**config.mk**
```make
export PLATFORM = sky130hd
export DESIGN_NAME = bin_search_ctrl
export DESIGN_NICKNAME = d
export VERILOG_FILES = /design/src/rtl/bin_search_ctrl_pkg.sv /design/src/rtl/bin_search_ctrl.sv
export SDC_FILE = /design/constraint.sdc
export NUM_CORES = 1
export LEC_CHECK = 0
export ABC_AREA = 0
export BUFFER_PORTS_ARGS = -buffer_cell sky130_fd_sc_hd__buf_2
export CAP_MARGIN = 40
export CORE_MARGIN = 2
export CORE_UTILIZATION = 35
export CTS_CLUSTER_DIAMETER = 200
export DETAILED_ROUTE_END_ITERATION = 7
export GPL_TIMING_DRIVEN = 0
export HOLD_SLACK_MARGIN = 0.05
export PLACE_DENSITY_LB_ADDON = 0.15
export SYNTH_ARGS = -nofsm -noshare
export SYNTH_HDL_FRONTEND = slang
export SYNTH_SLANG_ARGS = --single-unit
export TNS_END_PERCENT = 100
```
**constraint.sdc**
```tcl
create_clock -name clk -period 4.1 [get_ports clk]
set_input_delay 0.205 -clock clk [delete_from_list [all_inputs] [get_ports clk]]
set_output_delay 0.205 -clock clk [all_outputs]
set_load 0.05 [all_outputs]
```
**src/rtl/bin_search_ctrl_pkg.sv**
```systemverilog
// -----------------------------------------------------------------------------
// bin_search_ctrl_pkg
//   Shared definitions for the binary-search comparison initiator.
//   - state_t     : FSM state encoding (also exported on the debug port)
//   - FLG_*       : comparator flag patterns, packed as {gt, eq, lt}
//   - flags_onehot: true when exactly one comparator flag is asserted
// -----------------------------------------------------------------------------
package bin_search_ctrl_pkg;

  typedef enum logic [1:0] {
    ST_IDLE = 2'd0,
    ST_EVAL = 2'd1,
    ST_DONE = 2'd2
  } state_t;

  localparam logic [2:0] FLG_GT = 3'b100;
  localparam logic [2:0] FLG_EQ = 3'b010;
  localparam logic [2:0] FLG_LT = 3'b001;

  function automatic logic flags_onehot(input logic [2:0] f);
    return (f == FLG_GT) || (f == FLG_EQ) || (f == FLG_LT);
  endfunction

endpackage

```
**src/rtl/bin_search_ctrl.sv**
```systemverilog
// -----------------------------------------------------------------------------
// bin_search_ctrl
//   Binary-searches an unknown WIDTH-bit target held on comparator input A by
//   driving trial values on comparator input B (guess) and consuming the
//   comparator's GT/EQ/LT flags. One probe is evaluated per clock while busy.
//
// Ports
//   clk        in   1       rising-edge clock
//   rst        in   1       synchronous, active-high reset (wins over all)
//   start      in   1       begin a search; honoured in IDLE or DONE only
//   cmp_gt     in   1       target >  guess
//   cmp_eq     in   1       target == guess
//   cmp_lt     in   1       target <  guess
//   guess      out  WIDTH   registered trial value to comparator B
//   busy       out  1       high while evaluating probes
//   done       out  1       level, high from end of search to next start/rst
//   found      out  WIDTH   located value (valid when done && !err)
//   steps      out  STEP_W  probes evaluated in the current/last search
//   err        out  1       with done: flags not one-hot or bounds crossed
//   state_dbg  out  2       current FSM state
//
// Handshake: start is a single-cycle request sampled at the clock edge. It is
//   accepted only when busy is low (IDLE or DONE); while busy it is dropped,
//   not queued. Acceptance is visible one cycle later as busy=1, done=0.
//   The comparator flags are sampled on every edge while busy; guess is held
//   stable for the whole preceding cycle so a combinational comparator settles.
// -----------------------------------------------------------------------------
module bin_search_ctrl
  import bin_search_ctrl_pkg::*;
#(
  parameter int WIDTH  = 8,
  parameter int STEP_W = $clog2(WIDTH + 2)
) (
  input  logic              clk,
  input  logic              rst,
  input  logic              start,
  input  logic              cmp_gt,
  input  logic              cmp_eq,
  input  logic              cmp_lt,
  output logic [WIDTH-1:0]  guess,
  output logic              busy,
  output logic              done,
  output logic [WIDTH-1:0]  found,
  output logic [STEP_W-1:0] steps,
  output logic              err,
  output state_t            state_dbg
);

  // Bounds are widened by two bits so guess+1 at the top and guess-1 at zero
  // neither wrap nor alias: the crossing test below is a signed compare.
  localparam int BW = WIDTH + 2;

  localparam logic [WIDTH-1:0]         MAX_VAL = '1;
  localparam logic [WIDTH-1:0]         MID_VAL = MAX_VAL >> 1;
  localparam logic signed [BW-1:0]     ONE     = BW'(1);
  localparam logic [STEP_W-1:0]        STEP1   = STEP_W'(1);

  state_t               state;
  logic [WIDTH-1:0]     lo;
  logic [WIDTH-1:0]     hi;

  logic [2:0]           flags;
  logic signed [BW-1:0] lo_x;
  logic signed [BW-1:0] hi_x;
  logic signed [BW-1:0] g_x;
  logic signed [BW-1:0] nlo;
  logic signed [BW-1:0] nhi;
  logic                 crossed;
  logic [WIDTH-1:0]     nguess;

  assign state_dbg = state;

  // Next-bound / next-guess arithmetic for a single GT or LT answer.
  always_comb begin
    flags   = {cmp_gt, cmp_eq, cmp_lt};
    lo_x    = {2'b00, lo};
    hi_x    = {2'b00, hi};
    g_x     = {2'b00, guess};
    nlo     = lo_x;
    nhi     = hi_x;
    if (flags == FLG_GT) begin
      nlo = g_x + ONE;
    end else if (flags == FLG_LT) begin
      nhi = g_x - ONE;
    end
    // An empty interval means the comparator contradicted itself.
    crossed = (nlo > nhi);
    // When not crossed both bounds lie in 0..MAX, so the sum cannot overflow BW.
    nguess  = WIDTH'((nlo + nhi) >>> 1);
  end

  always_ff @(posedge clk) begin
    if (rst) begin
      state <= ST_IDLE;
      lo    <= '0;
      hi    <= '0;
      guess <= '0;
      busy  <= 1'b0;
      done  <= 1'b0;
      found <= '0;
      steps <= '0;
      err   <= 1'b0;
    end else begin
      case (state)
        ST_IDLE, ST_DONE: begin
          if (start) begin
            state <= ST_EVAL;
            lo    <= '0;
            hi    <= MAX_VAL;
            guess <= MID_VAL;
            steps <= '0;
            found <= '0;
            busy  <= 1'b1;
            done  <= 1'b0;
            err   <= 1'b0;
          end
        end

        ST_EVAL: begin
          steps <= steps + STEP1;
          if (!flags_onehot(flags)) begin
            // Malformed flags: stop with lo/hi/guess frozen for inspection.
            state <= ST_DONE;
            busy  <= 1'b0;
            done  <= 1'b1;
            err   <= 1'b1;
          end else if (flags == FLG_EQ) begin
            state <= ST_DONE;
            found <= guess;
            busy  <= 1'b0;
            done  <= 1'b1;
            err   <= 1'b0;
          end else if (crossed) begin
            state <= ST_DONE;
            busy  <= 1'b0;
            done  <= 1'b1;
            err   <= 1'b1;
          end else begin
            lo    <= nlo[WIDTH-1:0];
            hi    <= nhi[WIDTH-1:0];
            guess <= nguess;
          end
        end

        default: begin
          state <= ST_IDLE;
          busy  <= 1'b0;
          done  <= 1'b0;
        end
      endcase
    end
  end

endmodule

```
==> reports/qor.yml, run 1 <==
p_leak_uw: 0.00134
wirelength_mm: 8.76
min-delay-path-class: "primary input to flip-flop"
numPortBuffers: 29
setup_viol: 0
wire_per_inst_um: 17.3
nNetsFinal: 430
cts_num_sinks: 40
status: "finished, final reports clean"
required_ns: 4.32
slew_viol_final: 0
vias_per_cell: 5.59
syn_avg_cell_area_um2: 7.73
fin_tns_setup_ns: 0
gp_congestion: 0.903
min_to: "done"
hpwl_mm: 6.30
drt_pass1_iterations: 5
io_pins: 31
ys_ff_latch: 40
clk_latency_ns: 0.30
worstReg2RegStart: "guess[0]"
placementRows: 32
synth.net_count: 393
worst_pin_slew_ns: 0.667
grt.total_usage_pct: 20.6
synth_ff_type: "dfxtp_1"
grt_pass1_vias: 2631
fin_util_pct: 41.4
internal_power_uw: 705
drc_errors: 0
reg2reg_depth: 17
combPwrFrac_pct: 31.7
synth_xor_xnor_area_share_pct: 5.25
max_freq_mhz: 260
r2r_end: "hi[7]"
fillers: 858
crit_path_start_kind: "flip-flop"
path_max_fanout: 10
rrSetupSlack_ns: 0.26
setup_slack_ns: 0.256
antenna_cells: 0
die_x_um: 94.0
clkTransAtPathRegs_ns: 0.09
max_slew_margin_pct: 55.2
fin_crit_sh_pct: 93.8
hold_start: "start"
synth_edf_count: 0
arrival_ns: 4.07
async_flop_share_pct: 0
cap_violations: 0
switching_share_pct: 37.8
synth.distinct_cells: 51
htree_levels: 2
clockBufferDepth: 2
drive_gt1_share_pct: 13.8
criticalPathCategory: "flip-flop to flip-flop"
synth_compound_area_share_pct: 25.4
seqPwrFrac_pct: 38.0
skew_ns: 0.00445
numCtsBuffers: 5
cts_root_buf: "clkbuf_8"
ant_nets: 0
synth_mux_area_share_pct: 0.353
grt_max_degree: 15
multi_input_comb_area_um2: 1800
final_cells: 507
syn_to_final_growth_pct: 13.9
pre_cts_ws_ns: 0.110
chipHeight_um: 94.0
drtIter0Drc: 168
regArea_um2: 801
core-area_um2: 7810
switchingPower_uw: 428
synth-adder-area-share_pct: 9.09
synth_top_family_by_area: "compound AO/OA/AOI/OAI gates"
place_area_um2: 3110
holdPathStages: 3
worstSetupEndpointType: "flip-flop"
ir_drop_v: 0.000177
seq_area_frac_synth_pct: 28.2
grt_overflow: 0
hold_viol_final: 0
grt_pass1_wl_mm: 14.0
antenna_found_initial: 0
tritoncts: "built"
dp.cells: 499
syn_inst: 367
yosys_warnings: 0
postLayoutCellArea_um2: 3230
initial_core_util_pct: 36.3
dieArea_um2: 8840
synth_simple_gate_area_share_pct: 23.6
syn_area_um2: 2840
vias: 2834
p_clk_share_pct: 30.3
min_period_ns: 3.84
cts_hold_buf: 0
rsz0062_at_grt: "false"
cellPowerDensity_nw_per_um2: 351
==> state kept, by name (all words and copies together) (netlist names) <==
| register | cells |
|---|---|
| guess | 8 |
| hi | 8 |
| found | 8 |
| err | 1 |
| done | 1 |
| steps | 4 |
| state_dbg | 1 |
| lo | 8 |
| busy | 1 |
==> critical path, cell delays in order (launching register included) <==
cell,delay [ns]
dfxtp_1,0.38
clkbuf_1,0.40
inv_1,0.18
ha_1,0.31
nor2b_1,0.17
nand2_1,0.12
xor2_1,0.07
a21oi_1,0.21
inv_1,0.09
ha_1,0.20
nor2b_1,0.14
o22a_1,0.19
nor3b_1,0.25
o21a_1,0.18
buf_6,0.15
buf_2,0.29
nand4_1,0.15
a311oi_2,0.28
==> cell type report <==
type                    instances  area share (%)
plain buffers                  29            4.61
multi-input cells             276            55.9
flip-flops and latches         40            24.8
clock inverters                 3            1.43
clock buffers                   5            2.13
repair buffers                 30            4.65
inverters                      22            2.56
well taps                     102            3.95
==> metrics by stage <==
step	hold slack (ns)	total power (µW)
after global routing	0.218	1200
after CTS	0.203	1140
final	0.201	1130
after global placement	0.454	791
after floorplan	0.385	699
after detailed placement	0.458	793
==> Yosys cell counts (all sizes together), types with 6 or more instances <==
| cell type | n | area share, % |
|---|---|---|
| nor2 | 32 | 4.2 |
| nand3 | 20 | 3.5 |
| inv | 22 | 2.9 |
| dfxtp | 40 | 28 |
| a211oi | 21 | 5.6 |
| o21ai | 23 | 4.1 |
| nor3 | 12 | 2.1 |
| a21oi | 31 | 6.0 |
| xnor2 | 11 | 3.4 |
| clkbuf | 19 | 2.5 |
| nand2 | 28 | 3.7 |
| ha | 19 | 8.4 |
| and3 | 9 | 2.0 |
| xor2 | 6 | 1.9 |
| buf | 10 | 2.7 |
==> repair_timing <==
item / in CTS / in global routing
endpoints found under the setup margin: 0 / 5
buffers inserted: 0 / 0
resized for setup: 0 / 2
==> worst max-delay path by stage <==
stage | cells after the start | startpoint | to | slack (ns)
final | 17 | guess[0] | hi[7] | 0.26
after global routing | 17 | guess[0] | guess[5] | 0.02
after CTS | 13 | guess[3] | guess[5] | 0.26
after detailed placement | 13 | cmp_lt | hi[7] | 0.11
after global placement | 13 | cmp_lt | guess[5] | 0.14
after floorplan | 17 | guess[0] | hi[7] | 0.69
==> power by group through the flow <==
stage                     Combinational (µW)  Sequential [µW]  Clock, µW
final                                    359              430        344
after global routing                     395              433        368
after detailed placement                 354              440          0
after global placement                   353              439          0
after CTS                                356              430        353
after floorplan                          218              482          0
==> layout by cell type (no fill, tap or decap), types with 5 or more instances in the layout <==
| cell type | instances |
|---|---|
| dfxtp_1 | 40 |
| nor2_1 | 32 |
| buf_2 | 32 |
| a21oi_1 | 29 |
| nand2_1 | 28 |
| inv_1 | 22 |
| a211oi_1 | 21 |
| nand3_1 | 20 |
| clkbuf_1 | 19 |
| o21ai_0 | 19 |
| ha_1 | 19 |
| nor3_1 | 12 |
| xnor2_1 | 11 |
| and3_1 | 9 |
| xor2_1 | 6 |
| a311o_1 | 5 |
| clkbuf_8 | 5 |
==> per-layer routing <==
layer  routed length [µm]  track usage (%)
met5                    0                0
met3                  471             2.49
met1                 4170             28.5
met2                 3940             33.0
met4                  177             7.25
==> cell families after synthesis <==
kind of cell               count (synthesis)
xor gates and xnor gates                  17
and+or+nand+nor                          132
adders and majority gates                 20
AOI/OAI and AO/OA                        106
buffers and inverters                     51
muxes                                      1
DFF                                       40
Note: power is estimated with default switching activity, not from simulation.
==> run 2, diff against run 1 <==
CORE_UTILIZATION = 52   (was 35)
==> run 2 against run 1 <==
Fmax rose by 3.2%. Utilization up 20 points. Wire length decreased by 9.1%. Final cell count down 6.3%. Design area decreased by 1.9%. Sequential share of layout area up 0.48 points. Largest power group unchanged. Highest routed layer unchanged. Count of clock-buffer cells in the layout increased by 2. Register-to-register slack improved by 0.12 ns. Critical endpoint unchanged. Critical path depth is 3 lower. Via count increased by 1.5%.
==> reports/qor.yml, run 2 (synthesis gave the netlist of run 1 again) <==
drt_pass1_iterations: 5
vias: 2877
criticalPathCategory: "flip-flop to flip-flop"
grt_pass1_vias: 2609
grt_overflow: 0
path_depth: 14
worstReg2RegStart: "guess[0]"
startpoint: "guess[0]"
gp_congestion: 0.901
syn_to_final_growth_pct: 11.7
total_power_uw: 1070
drtIter0Drc: 229
cts_hold_buf: 0
cts_num_sinks: 40
dieArea_um2: 6060
seqPwrFrac_pct: 40.3
max_slew_margin_pct: 52.0
worstSetupEndpointType: "flip-flop"
vias_per_cell: 6.06
numPortBuffers: 29
grt_pass1_wl_mm: 12.8
chipHeight_um: 77.9
min-delay-path-class: "primary input to flip-flop"
antenna_found_initial: 0
skew_ns: 0.00879
drive_gt1_share_pct: 13.6
required_ns: 4.32
combPwrFrac_pct: 33.3
htree_levels: 2
layout_common_cells: "dfxtp_1 (40), nor2_1 (32), buf_2 (32)"
wirelength_mm: 7.96
fin_tns_setup_ns: 0
crit_chain: "clkbuf_1 -> inv_1 -> ha_1 -> nand3_1 -> xor2_1 -> a21oi_1 -> ha_1 -> or3_1 -> o22ai_1 -> o21a_1 -> buf_6 -> buf_2 -> nand4_1 -> a311oi_2"
fin_util_pct: 61.2
clk_latency_ns: 0.30
layout_commonest_cell: "dfxtp_1"
endpoint: "hi[7]"
switching_share_pct: 38.2
reg2reg_depth: 14
grt_max_degree: 13
switchingPower_uw: 408
r2r_end: "hi[7]"
ant_nets: 0
min_period_ns: 3.73
crit_path_start_kind: "flip-flop"
hold_viol_final: 0
path_max_fanout: 10
die_x_um: 77.9
fin_crit_sh_pct: 90.9
p_clk_share_pct: 26.4
slowest_stage: "ha_1"
max_freq_mhz: 268
setup_viol: 0
post_cts_buffers: 0
cellPowerDensity_nw_per_um2: 337
ir_drop_v: 0.000233
initial_core_util_pct: 54.8
cpMostUsedCell: "ha_1"
p_leak_uw: 0.00133
clockBufferDepth: 2
slowest_delay_ns: 0.39
cts_root_buf: "clkbuf_8"
worst_pin_slew_ns: 0.716
rsz0062_at_grt: "false"
critPathTopFamily: "buffers and inverters"
io_pins: 31
nNetsFinal: 430
grt.total_usage_pct: 26.8
setup_slack_ns: 0.374
numCtsBuffers: 5
crit_buf_inv: 4
arrival_ns: 3.94
cts-resized-gates: 0
wire_per_inst_um: 16.8
hpwl_mm: 5.88
slew_viol_final: 0
clkTransAtPathRegs_ns: 0.08
drc_errors: 0
antenna_cells: 0
placementRows: 26
pre_cts_ws_ns: 0.315
rrSetupSlack_ns: 0.37
internal_power_uw: 659
tritoncts: "built"
cap_violations: 0
status: "finished, final reports clean"
core-area_um2: 5170
[run 2: cell count changes in the layout (fill, tap and decap cells not counted)]
cell,previous run,this run
bufinv_16,1,0
clkbuf_1,19,20
clkbuf_8,5,6
inv_6,1,0
o21ai_0,19,21
o21ai_1,4,2
[run 2: power groups by stage]
| stage | sequential [µW] | combinational, µW | clock [µW] |
|---|---|---|---|
| 4_1_cts | 429 | 351 | 283 |
| 2_1_floorplan | 482 | 218 | 0 |
| 5_1_grt | 432 | 386 | 299 |
| 6_report | 429 | 355 | 282 |
| 3_5_place_dp | 438 | 350 | 0 |
| 3_3_place_gp | 437 | 346 | 0 |
[run 2: worst register-to-register path: stages, from the launching register on]
cell      delay [ns]
dfxtp_1         0.36
clkbuf_1        0.35
inv_1           0.16
ha_1            0.28
nand3_1         0.13
xor2_1          0.20
a21oi_1         0.12
ha_1            0.39
or3_1           0.39
o22ai_1         0.22
o21a_1          0.18
buf_6           0.15
buf_2           0.27
nand4_1         0.16
a311oi_2        0.29
[run 2: how the worst min path moves through the flow]
| stage | startpoint | end | slack, ns | cells after the start |
|---|---|---|---|---|
| 3_3_place_gp | found[6] | found[6] | 0.45 | 2 |
| 2_1_floorplan | rst | guess[0] | 0.39 | 2 |
| 4_1_cts | start | done | 0.20 | 3 |
| 6_report | start | done | 0.20 | 3 |
| 3_5_place_dp | found[1] | found[1] | 0.46 | 2 |
| 5_1_grt | start | done | 0.22 | 3 |
[run 2: cell type report]
type / count / area, µm²
multi-input combinational: 276 / 1800
fill: 486 / 2000
buffer: 29 / 149
tap: 70 / 87.6
clock inverter: 1 / 7.51
inverter: 22 / 82.6
timing repair buffer: 30 / 150
sequential: 40 / 801
clock buffer: 7 / 86.3
[run 2: routing by layer]
metal / global-route usage (%) / share of wire, % / vias to the layer above
met3: 3.72 / 6.8 / 17
met4: 9.82 / 2.6 / 0
met5: 0 / 0 / -
met2: 43.8 / 46 / 106
met1: 35.9 / 45 / 1358
li1: - / - / 1396
[run 2: stage by stage]
step | hold slack (ns) | instances | area (µm²)
finish | 0.203 | 475 | 3170
global placement | 0.451 | 466 | 3070
detailed placement | 0.460 | 467 | 3070
CTS | 0.197 | 475 | 3170
global route | 0.220 | 475 | 3170
floorplan | 0.385 | 367 | 2840
